===== config.mk =====
export PLATFORM = sky130hd
export DESIGN_NAME = adc_sum_sq_acc
export DESIGN_NICKNAME = d
export VERILOG_FILES = /design/src/rtl/adc_sum_sq_acc_pkg.sv /design/src/rtl/adc_sq_tree.sv /design/src/rtl/adc_sum_sq_acc.sv
export SDC_FILE = /design/constraint.sdc
export NUM_CORES = 1
export LEC_CHECK = 0
export BUFFER_PORTS_ARGS = -buffer_cell sky130_fd_sc_hd__buf_4
export CORE_MARGIN = 4
export CORE_UTILIZATION = 39
export CTS_BUF_LIST = sky130_fd_sc_hd__clkbuf_8
export DETAILED_ROUTE_END_ITERATION = 8
export SETUP_SLACK_MARGIN = 0.05
export SKIP_CTS_REPAIR_TIMING = 1
export SYNTH_ARGS = -nofsm -noshare
export SYNTH_HDL_FRONTEND = slang
export SYNTH_HIERARCHICAL = 1
export SYNTH_SLANG_ARGS = --single-unit

===== constraint.sdc =====
create_clock -name user_clk -period 3.8 [get_ports user_clk]
set_input_delay 0.19 -clock user_clk [delete_from_list [all_inputs] [get_ports user_clk]]
set_output_delay 0.19 -clock user_clk [all_outputs]
set_load 0.005 [all_outputs]

===== src/rtl/adc_sum_sq_acc_pkg.sv =====
// Shared types, width helpers and output select for the ADC power accumulator.
// Honours ADC_SUM_SQ_SATURATE_EN (saturating 32-bit output select when defined).
package adc_sum_sq_acc_pkg;

  localparam int SAMP_W_DEF = 8;

  typedef enum logic {
    WAIT_SYNC = 1'b0,
    ACCUM     = 1'b1
  } state_t;

  // An unsigned square of a two's complement sample never needs the top product bit.
  function automatic int sq_w(input int samp_w);
    return 2 * samp_w - 1;
  endfunction

  function automatic int tree_w(input int samp_w, input int n_lanes);
    return 2 * samp_w - 1 + $clog2(n_lanes);
  endfunction

  function automatic logic [31:0] out_sel(input logic [63:0] v);
`ifdef ADC_SUM_SQ_SATURATE_EN
    return (|v[63:32]) ? 32'hFFFF_FFFF : v[31:0];
`else
    return v[31:0];
`endif
  endfunction

endpackage


===== src/rtl/adc_sq_tree.sv =====
// P1: per-lane unsigned squares; P2: registered lane sum. Valid and sync ride along with the data.
module adc_sq_tree
  import adc_sum_sq_acc_pkg::*;
#(
  parameter int N_LANES = 4,
  parameter int SAMP_W  = SAMP_W_DEF
) (
  input  logic                                         clk_i,
  input  logic                                         rst_i,
  input  logic [N_LANES*SAMP_W-1:0]                    data_i,
  input  logic                                         valid_i,
  input  logic                                         sync_i,
  output logic [tree_w(SAMP_W, N_LANES)-1:0]           sum_o,
  output logic                                         valid_o,
  output logic                                         sync_o
);

  localparam int SQ_W   = sq_w(SAMP_W);
  localparam int TREE_W = tree_w(SAMP_W, N_LANES);

  logic [SQ_W-1:0]   sq_d [N_LANES];
  logic [SQ_W-1:0]   sq_q [N_LANES];
  logic              v1_q, s1_q;
  logic [TREE_W-1:0] sum_d, sum_q;
  logic              v2_q, s2_q;

  for (genvar k = 0; k < N_LANES; k++) begin : g_lane
    logic signed [SAMP_W-1:0] samp;
    assign samp    = data_i[k*SAMP_W +: SAMP_W];
    // Evaluated at SQ_W bits: the low bits of the product are exact, (-128)^2 included.
    assign sq_d[k] = SQ_W'(samp * samp);
  end

  always_comb begin
    sum_d = '0;
    for (int k = 0; k < N_LANES; k++) sum_d = sum_d + TREE_W'(sq_q[k]);
  end

  always_ff @(posedge clk_i) begin
    if (rst_i) begin
      for (int k = 0; k < N_LANES; k++) sq_q[k] <= '0;
      v1_q  <= 1'b0;
      s1_q  <= 1'b0;
      sum_q <= '0;
      v2_q  <= 1'b0;
      s2_q  <= 1'b0;
    end else begin
      for (int k = 0; k < N_LANES; k++) sq_q[k] <= sq_d[k];
      v1_q  <= valid_i;
      s1_q  <= sync_i & valid_i;
      sum_q <= sum_d;
      v2_q  <= v1_q;
      s2_q  <= s1_q;
    end
  end

  assign sum_o   = sum_q;
  assign valid_o = v2_q;
  assign sync_o  = s2_q;

endmodule


===== src/rtl/adc_sum_sq_acc.sv =====
// ADC input power: squares lanes, sums, accumulates 2^ACC_LEN_BITS valid clocks, dumps 32-bit result.
// Define ADC_SUM_SQ_SATURATE_EN to saturate the output instead of truncating it.
module adc_sum_sq_acc
  import adc_sum_sq_acc_pkg::*;
#(
  parameter int N_LANES      = 4,
  parameter int SAMP_W       = SAMP_W_DEF,
  parameter int ACC_LEN_BITS = 16,
  parameter int OUT_SHIFT    = 0
) (
  input  logic                        user_clk,
  input  logic                        user_rst,
  input  logic [N_LANES*SAMP_W-1:0]   adc_data,
  input  logic                        adc_valid,
  input  logic                        sync_in,
  output logic [31:0]                 sum_sq,
  output logic                        sum_sq_valid,
  output state_t                      dbg_state
);

  localparam int TREE_W = tree_w(SAMP_W, N_LANES);
  localparam int ACC_W  = TREE_W + ACC_LEN_BITS;

  logic [TREE_W-1:0]       p2_sum;
  logic                    p2_valid, p2_sync;
  state_t                  state_q, state_d;
  logic [ACC_W-1:0]        acc_q, acc_d, acc_sum;
  logic [ACC_LEN_BITS-1:0] cnt_q, cnt_d;
  logic [31:0]             sum_sq_q, sum_sq_d;
  logic                    sum_sq_valid_q, sum_sq_valid_d;

  adc_sq_tree #(
    .N_LANES (N_LANES),
    .SAMP_W  (SAMP_W)
  ) u_sq_tree (
    .clk_i   (user_clk),
    .rst_i   (user_rst),
    .data_i  (adc_data),
    .valid_i (adc_valid),
    .sync_i  (sync_in),
    .sum_o   (p2_sum),
    .valid_o (p2_valid),
    .sync_o  (p2_sync)
  );

  assign acc_sum = acc_q + ACC_W'(p2_sum);

  always_comb begin
    state_d        = state_q;
    acc_d          = acc_q;
    cnt_d          = cnt_q;
    sum_sq_d       = sum_sq_q;
    sum_sq_valid_d = 1'b0;
    if (p2_valid) begin
      unique case (state_q)
        WAIT_SYNC: begin
          if (p2_sync) begin
            acc_d   = ACC_W'(p2_sum);
            cnt_d   = ACC_LEN_BITS'(1);
            state_d = ACCUM;
          end
        end
        ACCUM: begin
          // A sync restarts the window even on the terminal sample.
          if (p2_sync) begin
            acc_d = ACC_W'(p2_sum);
            cnt_d = ACC_LEN_BITS'(1);
          end else if (cnt_q == '1) begin
            sum_sq_d       = out_sel(64'(acc_sum) >> OUT_SHIFT);
            sum_sq_valid_d = 1'b1;
            acc_d          = '0;
            cnt_d          = '0;
          end else begin
            acc_d = acc_sum;
            cnt_d = cnt_q + ACC_LEN_BITS'(1);
          end
        end
        default: state_d = WAIT_SYNC;
      endcase
    end
  end

  always_ff @(posedge user_clk) begin
    if (user_rst) begin
      state_q        <= WAIT_SYNC;
      acc_q          <= '0;
      cnt_q          <= '0;
      sum_sq_q       <= '0;
      sum_sq_valid_q <= 1'b0;
    end else begin
      state_q        <= state_d;
      acc_q          <= acc_d;
      cnt_q          <= cnt_d;
      sum_sq_q       <= sum_sq_d;
      sum_sq_valid_q <= sum_sq_valid_d;
    end
  end

  assign sum_sq       = sum_sq_q;
  assign sum_sq_valid = sum_sq_valid_q;
  assign dbg_state    = state_q;

endmodule


==> results.toml <==
[outcome]
status = "complete, no violations"

[placed_design]
dp_hpwl_mm = 28.2
place.gp.congestion = 0.862
postPlaceCellArea_sq_um = 18500
io_buffers = 69
placed_cells = 2469

[run]
maxCapViolCount = 0

[clock_network]
clock-root-buffer = "clkbuf_8"
cts_sinks = 159
h-tree-depth = 4
clockBufferDepth = 2
clk_latency_ps = 460
cts_tree = "yes"
clk_pin_slew_ps = 90
cts_inserted_buffers = 17

[sta]
whs_ps = 96.4
worst_pin_slew_ps = 1070
rsz0062_at_grt = "false"
tns_ps = 0
relSlewSlack = 0.283
fmaxAchievable_ghz = 0.281
period_needed_ps = 3560
setup-violations-final = 0
skew_ps = 19.9
period_share = 0.938
hold_violations = 0
finalMaxSlewViolations = 0

[drt]
first_pass_iters = 5
vias = 12300
routed_via_density = 4.93
routed_wirelength_mm = 33.7
antenna_left = 0
drcViolationCount = 0
avgRoutedWirePerCell_microns = 13.5
drt_iter0_markers = 468

[layout]
fin_cells = 2503
mostFrequentLayoutCell = "inv_1"
drive_gt1_frac = 0.208
area_growth_pct = 20.5
stdcell_area_sq_um = 19000
layout_common_cells = "274 x inv_1, 252 x buf_4, 189 x fa_1"
layout.nets = 2324
antenna_cells = 0

[synth]
async_flop_share = 0
ys.flop_type = "dfxtp_1"
ys_ff_latch = 159
synth_edf_count = 0
yosys.cell_types.count = 82
yosysWarnings = 6
seq_area_frac_synth = 0.202
synth_cells = 1742
synthesis.area_sq_um = 15700
avgSynthCellArea_sq_um = 9.04

[worst_setup_path]
startpoint_type = "input pin"
endpoint_kind = "register"
ff2ff_path_depth = 9
crit_fanout = 4
cp.arrival_ps = 3910
crit_required_ps = 4150
crit_type = "in2reg"

[global_routing]
grt-ovfl-total = 0
grt_max_degree = 51
antenna_found_initial = 0
grt_use_total = 0.159
grt_pass1_wl_mm = 59.3
grt_pass1_vias = 12600

[floorplanning]
die_x_microns = 209
start_util = 0.395
ios = 70
dieArea_sq_um = 43700
num_rows = 73
fp.dieH_microns = 209
core_sq_um = 39800

[worst_hold_path]
whs_path_depth = 3
hold_path_class = "in2reg"

[power_and_ir_drop]
peakVddDrop_uv = 399
power_density_nw_per_um2 = 650
finalPower_mw = 12.3
p_leak_nw = 8.90
-- cell type report --
| cell class | instances | area, sq um |
|---|---|---|
| fill | 3877 | 20800 |
| multi-input combinational | 1248 | 11700 |
| sequential | 159 | 3180 |
| timing repair buffer | 254 | 1910 |
| inverter | 285 | 1070 |
| tap | 525 | 657 |
| clock buffer | 18 | 248 |
| clock inverter | 14 | 166 |
-- synthesized netlist by cell type (23+ instances only) --
master,instances,area share
inv_1,285,0.068
fa_1,194,0.25
dfxtp_1,159,0.20
ha_1,129,0.10
nand2_1,118,0.028
nor2_1,112,0.027
a21oi_1,91,0.029
and2_1,65,0.026
xnor2_1,63,0.035
nor2b_1,50,0.020
clkbuf_1,42,0.010
o21ai_0,42,0.013
xor2_1,41,0.023
a21o_1,32,0.015
nand3_1,27,0.0086
nor3_1,27,0.0086
nand2b_1,23,0.0091
-- registers in the layout, summed over array words and instances, names as in the netlist --
name / count
u_sq_tree/sync_o: 1
sum_sq: 32
cnt_q: 16
u_sq_tree/sum_o: 17
u_sq_tree/s1_q: 1
u_sq_tree/sq_q: 56
dbg_state: 1
sum_sq_valid: 1
u_sq_tree/v1_q: 1
u_sq_tree/valid_o: 1
acc_q: 32
-- power by group --
| part | switching, mW | total, mW | leakage (nW) | internal, mW |
|---|---|---|---|---|
| logic | 4.52 | 8.93 | 7.40 | 4.40 |
| clock network | 0.708 | 1.28 | 0.204 | 0.572 |
| registers | 0.171 | 2.14 | 1.30 | 1.97 |
| total | 5.40 | 12.3 | 8.90 | 6.94 |
-- critical path, stage by stage --
cell and delay [ps]:
buf_4 110, inv_1 90, buf_4 150, fa_1 450, fa_1 510, inv_1 40
ha_1 260, inv_1 40, fa_1 500, inv_1 50, ha_1 320, a211oi_2 260
o21bai_1 140, a21o_1 200, a311oi_2 250, mux2_1 340
-- final timing paths --
| path | endpoint | slack (ps) | from |
|---|---|---|---|
| hold / removal | u_sq_tree/sq_q[1][2] | 100 | adc_data[8] |
| setup reg to reg | u_sq_tree/sum_o[15] | 740 | u_sq_tree/sq_q[3][2] |
| setup / recovery | u_sq_tree/sq_q[1][13] | 240 | adc_data[10] |
| hold reg to reg | u_sq_tree/valid_o | 450 | u_sq_tree/v1_q |
-- kinds of logic after synthesis --
| family | share of synthesized area |
|---|---|
| other cells | 0.000477 |
| buf+inv | 0.0814 |
| simple gates | 0.161 |
| flops | 0.202 |
| compound gates | 0.137 |
| xor+xnor | 0.0578 |
| fa+ha+maj | 0.349 |
| mux | 0.0110 |
-- routing by layer --
| layer | GRT usage | part of all wire |
|---|---|---|
| met1 | 0.212 | 0.46 |
| met2 | 0.278 | 0.49 |
| met3 | 0.0195 | 0.028 |
| met4 | 0.0324 | 0.014 |
| met5 | 0 | 0 |
-- per-stage QoR --
step	util	worst slack, ps
3_5_place_dp	0.466	-258
3_3_place_gp	0.466	-167
4_1_cts	0.476	250
6_report	0.477	237
5_1_grt	0.477	51.8
2_1_floorplan	-	45.5
No activity file was read; power rests on OpenSTA's default activity.
